### src/rtl/fp_mult_norm_round.sv
// Final FPMult stage: normalize the 48-bit significand product, round to
// nearest-even, range-check the exponent and pack an IEEE-754 single.
// Two registered stages with valid/ready flow control.
module fp_mult_norm_round #(
  parameter int          EXP_W    = 10,
  parameter int          MAN_W    = 48,
  parameter logic [31:0] NAN_CODE = 32'h7FC00000
) (
  input  logic             clk,
  input  logic             rst,
  input  logic             in_valid,
  output logic             in_ready,
  input  logic             Sp,
  input  logic [EXP_W-1:0] E,
  input  logic [MAN_W-1:0] M,
  input  logic             in_zero,
  input  logic             in_inf,
  input  logic             in_nan,
  output logic [31:0]      P,
  output logic             out_valid,
  input  logic             out_ready,
  output logic             ovf,
  output logic             unf,
  output logic             inexact
);

  localparam logic signed [EXP_W-1:0] EXP_INF  = EXP_W'(255);
  localparam logic signed [EXP_W-1:0] EXP_ZERO = '0;

  logic s1_advance;

  // stage 1 (normalized) state
  logic                    s1_valid_q, s1_valid_d;
  logic                    s1_sign_q, s1_sign_d;
  logic signed [EXP_W-1:0] s1_exp_q, s1_exp_d;
  logic [22:0]             s1_frac_q, s1_frac_d;
  logic                    s1_g_q, s1_g_d;
  logic                    s1_s_q, s1_s_d;
  logic                    s1_zero_q, s1_zero_d;
  logic                    s1_inf_q, s1_inf_d;
  logic                    s1_nan_q, s1_nan_d;

  // stage 2 (packed result) state
  logic        s2_valid_q, s2_valid_d;
  logic [31:0] p_q, p_d;
  logic        ovf_q, ovf_d;
  logic        unf_q, unf_d;
  logic        inexact_q, inexact_d;

  logic                    round_up;
  logic                    carry;
  logic [22:0]             frac_rnd;
  logic signed [EXP_W-1:0] exp_fin;

  // Handshake: stage 1 may move on whenever stage 2 is empty or draining.
  always_comb begin
    s1_advance = !s2_valid_q | out_ready;
    in_ready   = !s1_valid_q | s1_advance;
  end

  // Stage 1: pick the leading one (bit 47 or 46) and split frac/guard/sticky.
  always_comb begin
    s1_valid_d = s1_valid_q;
    s1_sign_d  = s1_sign_q;
    s1_exp_d   = s1_exp_q;
    s1_frac_d  = s1_frac_q;
    s1_g_d     = s1_g_q;
    s1_s_d     = s1_s_q;
    s1_zero_d  = s1_zero_q;
    s1_inf_d   = s1_inf_q;
    s1_nan_d   = s1_nan_q;
    if (in_ready) s1_valid_d = in_valid;
    if (in_valid && in_ready) begin
      s1_sign_d = Sp;
      s1_zero_d = in_zero;
      s1_inf_d  = in_inf;
      s1_nan_d  = in_nan;
      if (M[MAN_W-1]) begin
        s1_exp_d  = E + {{(EXP_W-1){1'b0}}, 1'b1};
        s1_frac_d = M[MAN_W-2 -: 23];
        s1_g_d    = M[MAN_W-25];
        s1_s_d    = |M[MAN_W-26:0];
      end else begin
        s1_exp_d  = E;
        s1_frac_d = M[MAN_W-3 -: 23];
        s1_g_d    = M[MAN_W-26];
        s1_s_d    = |M[MAN_W-27:0];
      end
    end
  end

  // Stage 2: round-to-nearest-even, fold carry into exponent, range check, pack.
  always_comb begin
    round_up          = s1_g_q & (s1_s_q | s1_frac_q[0]);
    {carry, frac_rnd} = {1'b0, s1_frac_q} + {23'd0, round_up};
    exp_fin           = s1_exp_q + {{(EXP_W-1){1'b0}}, carry};
    s2_valid_d = s2_valid_q;
    p_d        = p_q;
    ovf_d      = ovf_q;
    unf_d      = unf_q;
    inexact_d  = inexact_q;
    if (s1_advance) begin
      s2_valid_d = s1_valid_q;
      if (s1_valid_q) begin
        ovf_d     = 1'b0;
        unf_d     = 1'b0;
        inexact_d = s1_g_q | s1_s_q;
        if (s1_nan_q || (s1_inf_q && s1_zero_q)) begin
          p_d       = NAN_CODE;
          inexact_d = 1'b0;
        end else if (s1_inf_q) begin
          p_d       = {s1_sign_q, 8'hFF, 23'h0};
          inexact_d = 1'b0;
        end else if (s1_zero_q) begin
          p_d       = {s1_sign_q, 31'h0};
          inexact_d = 1'b0;
        end else if (exp_fin >= EXP_INF) begin
          p_d       = {s1_sign_q, 8'hFF, 23'h0};
          ovf_d     = 1'b1;
          inexact_d = 1'b1;
        end else if (exp_fin <= EXP_ZERO) begin
          // no denormal support: flush to signed zero
          p_d   = {s1_sign_q, 31'h0};
          unf_d = 1'b1;
        end else begin
          p_d = {s1_sign_q, exp_fin[7:0], frac_rnd};
        end
      end
    end
  end

  // Control and output registers; reset drops both in-flight bundles.
  always_ff @(posedge clk or negedge rst) begin
    if (!rst) begin
      s1_valid_q <= 1'b0;
      s2_valid_q <= 1'b0;
      p_q        <= '0;
      ovf_q      <= 1'b0;
      unf_q      <= 1'b0;
      inexact_q  <= 1'b0;
    end else begin
      s1_valid_q <= s1_valid_d;
      s2_valid_q <= s2_valid_d;
      p_q        <= p_d;
      ovf_q      <= ovf_d;
      unf_q      <= unf_d;
      inexact_q  <= inexact_d;
    end
  end

  // Stage 1 data registers carry no reset; they are qualified by s1_valid_q.
  always_ff @(posedge clk) begin
    s1_sign_q <= s1_sign_d;
    s1_exp_q  <= s1_exp_d;
    s1_frac_q <= s1_frac_d;
    s1_g_q    <= s1_g_d;
    s1_s_q    <= s1_s_d;
    s1_zero_q <= s1_zero_d;
    s1_inf_q  <= s1_inf_d;
    s1_nan_q  <= s1_nan_d;
  end

  assign P         = p_q;
  assign out_valid = s2_valid_q;
  assign ovf       = ovf_q;
  assign unf       = unf_q;
  assign inexact   = inexact_q;

endmodule

### config.mk
export PLATFORM = sky130hd
export DESIGN_NAME = fp_mult_norm_round
export DESIGN_NICKNAME = d
export VERILOG_FILES = /design/src/rtl/fp_mult_norm_round.sv
export SDC_FILE = /design/constraint.sdc
export NUM_CORES = 1
export LEC_CHECK = 0
export CAP_MARGIN = 25
export CORE_ASPECT_RATIO = 0.75
export CORE_MARGIN = 4
export CORE_UTILIZATION = 25
export CTS_BUF_LIST = sky130_fd_sc_hd__clkbuf_4
export CTS_CLUSTER_DIAMETER = 200
export CTS_CLUSTER_SIZE = 28
export DETAILED_ROUTE_END_ITERATION = 8
export PLACE_DENSITY_LB_ADDON = 0.3
export SLEW_MARGIN = 20
export SYNTH_ARGS = -nofsm -noshare
export SYNTH_HDL_FRONTEND = slang
export SYNTH_SLANG_ARGS = --single-unit
### constraint.sdc
create_clock -name clk -period 2.9 [get_ports clk]
set_input_delay 0.725 -clock clk [delete_from_list [all_inputs] [get_ports clk]]
set_output_delay 0.725 -clock clk [all_outputs]
set_load 0.05 [all_outputs]
; ---- Word-level counts from Yosys, hierarchy flattened
; Cells that the tools add are included.
[classes]
add_sub_neg = 3
n_lt_le_gt_ge = 2
muxes = 22
bitwise = 5
reduce_logical = 8
[ops]
columns = op, count
row1 = 31-bit 2-to-1 mux, 4
row2 = 32-bit 2-to-1 mux, 1
row3 = 23-bit by 1-bit adder with 24-bit output, 1
row4 = 23-bit 2-to-1 mux, 1
row5 = 23-bit OR reduction, 1
row6 = 22-bit OR reduction, 1
row7 = 1-bit 2-to-1 mux, 15
row8 = 10-bit by 1-bit adder with 10-bit output, 1
row9 = "10-bit by 1-bit adder with 10-bit output, second input constant", 1
row10 = "10-bit by 9-bit greater-or-equal comparator with 1-bit output, second input constant", 1
row11 = "10-bit by 1-bit <= comparator with 1-bit output, second input constant", 1
row12 = 10-bit 2-to-1 mux, 1
row13 = 1-bit OR, 4
row14 = 1-bit logical AND, 2
row15 = 1-bit zero test, 2
row16 = 2-bit AND reduction, 1
row17 = 1-bit AND, 1
row18 = 1-bit logical OR, 1
[totals]
regBits = 76
input_bits = 66
out_inout_bits = 37
wordCells = 54

; ---- Longest topological paths before layout
[logic_depth]
ltp_word = 10
mapped_depth = 16
ltp_nobuf = 13

; ---- Worst setup path before layout
; OpenSTA, ideal clock, no wires.
[synth_path]
path_kind = register -> register
from = reg s1_s_q
to = reg p_q[4] (netlist: P[4])
setup_ns = 0.128
arrival_time_ns = 2.809
t_required_ns = 2.772
slack_ns = -0.037
stages_incl_launch_ff = 17
path_buffers = 3
period_less_slack_ns = 2.937
path_cell_list = edfxtp_1 > o21a_1 > ha_1 > nand2_1 > nor2b_1 > buf_2 > nand3_1 > nor2_1 > ha_1 > ha_1 > buf_6 > nand2b_4 > nor4_1 > a31oi_1 > o31ai_2 > buf_6 > o31ai_2
[synth_between]
elab_chain_cells = 10
elab_cells_between_ends = 11
cone_classes = add/sub (2) / order compare (2) / mux (5) / bitwise (2)
[synth_rtl]
columns = item, line
row1 = from (decl), 38  ; logic s1_s_q, s1_s_d;
row2 = from (signal assigned), 157  ; s1_s_q <= s1_s_d;
row3 = 1-bit OR (*), 94  ; round_up = s1_g_q & (s1_s_q | s1_frac_q[0]);
row4 = 1-bit AND (*), 94
row5 = 23-bit by 1-bit adder with 24-bit output (*), 95  ; {carry, frac_rnd} = {1'b0, s1_frac_q} + {23'd0, round_up};
row6 = 10-bit by 1-bit adder with 10-bit output, 96  ; exp_fin = s1_exp_q + {{(EXP_W-1){1'b0}}, carry};
row7 = 10-bit by 1-bit <= comparator with 1-bit output, 121  ; end else if (exp_fin <= EXP_ZERO) begin
row8 = 31-bit 2-to-1 mux, 121
row9 = 31-bit 2-to-1 mux (*), 117  ; end else if (exp_fin >= EXP_INF) begin
row10 = 31-bit 2-to-1 mux (*), 114  ; end else if (s1_zero_q) begin
row11 = 31-bit 2-to-1 mux (*), 111  ; end else if (s1_inf_q) begin
row12 = 32-bit 2-to-1 mux (*), 108  ; if (s1_nan_q || (s1_inf_q && s1_zero_q)) begin
row13 = to (signal assigned), 144  ; p_q <= p_d;
row14 = to (decl), 45  ; logic [31:0] p_q, p_d;
; Mark *: on every way between the ends. The rest lies on a longest branch, timed or not.
; A chain may end at the register's enable or synchronous reset.

; ---- Worst setup path in the final report
[layout_path]
from = reg s1_s_q
to = reg p_q[6] (netlist: P[6])
; Same word-level chain as after synthesis.

==> flow_metrics.env <==
export IMPL_status="completed"
export IMPL_crit_fanout=5
export IMPL_internal_power_uw=1680
export IMPL_synth_distinct_cells=54
export IMPL_dp_slack_ns=-0.290
export IMPL_worst_slew_pin_slew_ns=0.837
export IMPL_fillers=1603
export IMPL_rows=40
export IMPL_portBuffers=102
export IMPL_rrSetupSlack_ns=0.007
export IMPL_routed_wl_um=11600
export IMPL_cts_root_buf="clkbuf_4"
export IMPL_critPathMaxStageDelay_ns=0.40
export IMPL_grt_use_total=0.119
export IMPL_area_growth_pct=49.3
export IMPL_cts_buffer_depth=2
export IMPL_stdcell_count=726
export IMPL_vias=3374
export IMPL_antenna_found_initial=1
export IMPL_crit_type="reg -> reg"
export IMPL_sequentialPowerShare=0.522
export IMPL_worstSetupEndpointType="register"
export IMPL_finalNetCount=581
export IMPL_grt_pass1_vias=3474
export IMPL_clk_pin_slew_worst_paths_ns=0.13
export IMPL_tns_ns=0
export IMPL_min_period_ns=2.89
export IMPL_rsz0062_at_grt="yes"
export IMPL_setup_viol=0
export IMPL_yosys_warnings=0
export IMPL_async_reset_ff_frac=0.487
export IMPL_die_w_um=158
export IMPL_drt_first_pass_iters=4
export IMPL_grt_max_degree=40
export IMPL_io_pins=103
export IMPL_synth_edf_count=39
export IMPL_hpwlAfterDp_um=8540
export IMPL_netSwitchingPower_uw=774
export IMPL_skew_ns=0.0240
export IMPL_cp_data_arrival_time_ns=3.22
export IMPL_die_h_um=121
export IMPL_power_frac_comb=0.251
export IMPL_netSwitchingFraction=0.316
export IMPL_finalCritPeriodShare=0.998
export IMPL_cts_tree="built"
export IMPL_grt_overflow=0
export IMPL_clockPowerShare=0.227
export IMPL_dieArea_sq_um=19100
export IMPL_cts_htree_levels=3
export IMPL_wl_per_cell_um=16.0
export IMPL_clock_latency_ns=0.44
export IMPL_setup_ws_ns=0.00667
export IMPL_max_vdd_ir_drop_uv=127
export IMPL_hold_path_class="in -> async"
export IMPL_grt_pass1_wl_um=17900
export IMPL_netlist_instances=358
export IMPL_numCtsBuffers=9
export IMPL_leakage_uw=0.00231
export IMPL_drt_iter0_drc=105
export IMPL_slew_headroom=0.442
export IMPL_powerDensity_nw_per_um2=388
export IMPL_synth_nets=429
export IMPL_critical_path_required_ns=3.23
export IMPL_fmax_mhz=346
export IMPL_largest_reg_flops=32
export IMPL_initial_utilization=0.260
export IMPL_dpl_cell_count=693
export IMPL_core_area_sq_um=16300
export IMPL_dpl_cell_area_sq_um=5760
export IMPL_drc_errors=0
export IMPL_slew_violations=0
export IMPL_yosysSeqAreaShare=0.495
export IMPL_gp_congestion=0.868
export IMPL_cts_sinks=76
export IMPL_antenna_left=0
export IMPL_hold_buffers=0
export IMPL_avgSynthCellArea_sq_um=11.8
export IMPL_cp_start_kind="register"
export IMPL_design_area_sq_um=6320
export IMPL_synth_seq_cells=76
export IMPL_max_cap_violations=0
export IMPL_drive_above_1_share=0.301
export IMPL_synth_flop_cell="edfxtp_1"
export IMPL_hold_violations=0
export IMPL_crit_chain="o21a_1 > ha_2 > nand2_4 > nor2b_4 > nand3_2 > nor2_2 > ha_2 > ha_4 > buf_6 > nand2b_4 > o21ai_2 > a31oi_2 > buf_4 > o31ai_4 > buf_6 > clkbuf_16 > o31ai_4"
export IMPL_viasPerCell=4.65
export IMPL_synthesis_area_sq_um=4240
export IMPL_cpMaxStageDelayCell="edfxtp_1"
[worst paths after layout]
path,cells past startpoint,to,from
hold / removal,1,P[1]$_DFFE_PN0P_,rst
setup / recovery,17,P[6]$_DFFE_PN0P_,s1_s_q$_DFFE_PP_
setup reg to reg,17,P[6]$_DFFE_PN0P_,s1_s_q$_DFFE_PP_
min in group clk,2,P[31]$_DFFE_PN0P_,P[31]$_DFFE_PN0P_
max in group asynchronous,1,ovf$_DFFE_PN0P_,rst
hold reg to reg,2,P[31]$_DFFE_PN0P_,P[31]$_DFFE_PN0P_
[synthesized netlist by cell type, types with 2 or more instances]
| cell | n | area (sq um) |
|---|---|---|
| nand2_1 | 41 | 154 |
| xor2_1 | 20 | 175 |
| and4_1 | 5 | 43.8 |
| o31ai_1 | 3 | 22.5 |
| nand3_1 | 18 | 90.1 |
| nor3_1 | 4 | 20.0 |
| xnor2_1 | 18 | 158 |
| clkbuf_1 | 9 | 33.8 |
| nor2_1 | 7 | 26.3 |
| ha_1 | 5 | 62.6 |
| nand3b_1 | 3 | 22.5 |
| nand2b_1 | 7 | 43.8 |
| o21ai_0 | 3 | 15.0 |
| buf_4 | 4 | 30.0 |
| mux2_2 | 25 | 282 |
| buf_2 | 3 | 15.0 |
| buf_6 | 5 | 56.3 |
| and4_4 | 2 | 22.5 |
| o21ai_1 | 2 | 10.0 |
| a21oi_1 | 2 | 10.0 |
| a211oi_1 | 4 | 30.0 |
| o22a_1 | 4 | 35.0 |
| dfrtp_1 | 37 | 926 |
| and3_1 | 10 | 62.6 |
| nand4_1 | 12 | 75.1 |
| and2_1 | 5 | 31.3 |
| a31oi_1 | 2 | 12.5 |
| o311a_1 | 3 | 30.0 |
| inv_1 | 4 | 15.0 |
| nor4_1 | 8 | 50.1 |
| edfxtp_1 | 39 | 1170 |
| o31ai_2 | 22 | 275 |
[per-stage QoR]
step	hold WS [ns]	util	total power, uW
after floorplan	0.429	-	1600
after global placement	0.465	0.353	1860
after CTS	0.368	0.364	2450
after detailed placement	0.471	0.353	1870
final	0.376	0.388	2450
after global routing	0.414	0.388	2580
[cells in the final DEF, fill, tap and decap left out, types with 4 or more instances in the layout]
master           instances
xnor2_1                 18
clkdlybuf4s50_1        100
buf_4                   50
o22a_1                   4
mux2_2                  25
nor3_1                   4
edfxtp_1                39
nor4_1                   6
clkinv_2                 5
dfrtp_1                 37
o31ai_4                 15
inv_1                    4
nand2b_1                 7
nand3_1                 16
buf_12                   4
nand2_1                 38
and4_1                   5
nor2_1                   6
o31ai_2                  9
and3_1                  10
a211oi_1                 4
clkbuf_4                 9
xor2_1                  19
and2_1                   4
nand4_1                 12
[what timing repair did]
item                       in CTS  in global routing
pin swaps                       3                 21
gates cloned                    1                  3
hold endpoints to repair        0                  0
resized for setup               4                 42
buffers inserted                5                  8
setup endpoints to repair      31                 34
[routing by layer]
metal,GRT usage,up-vias,share of wire,wire length (um)
met3,0.0311,12,0.056,658
met5,0,-,0,0
li1,-,1655,-,-
met2,0.182,91,0.45,5280
met4,0.0362,0,0.014,163
met1,0.165,1616,0.48,5550
[worst max-delay path: cells and delay by family (launching register included)]
| family | cells | cell delay, ns |
|---|---|---|
| simple gates | 5 | 0.38 |
| buf+inv | 4 | 0.64 |
| flops | 1 | 0.40 |
| compound gates | 5 | 0.80 |
| fa+ha+maj | 3 | 0.59 |
[logic make-up after synthesis]
kind of cell / after synthesis / synth area share
multiplexers: 26 / 0.0688
AND/OR/NAND/NOR: 129 / 0.168
flip-flops: 76 / 0.495
adder cells (fa/ha/maj): 5 / 0.0148
buffers and inverters: 25 / 0.0354
AO/OA/AOI/OAI: 58 / 0.135
XOR/XNOR: 39 / 0.0824
[final cells by class]
type	instances	area (sq um)	share of cell area
Clock inverter	7	41.3	0.00653
Clock buffer	9	67.6	0.0107
Sequential cell	76	2100	0.332
Antenna cell	1	2.50	0.000396
Tap cell	210	263	0.0415
Multi-Input combinational cell	258	2280	0.360
Inverter	4	15.0	0.00237
Timing Repair Buffer	161	1560	0.247
[power by group through the flow]
stage | logic, uW | clock network, uW | registers [uW]
finish | 615 | 556 | 1280
floorplan | 211 | 0 | 1380
detailed placement | 571 | 0 | 1300
global placement | 565 | 0 | 1300
global route | 658 | 628 | 1290
CTS | 587 | 588 | 1280
Note: power is estimated with default switching activity, not from simulation.
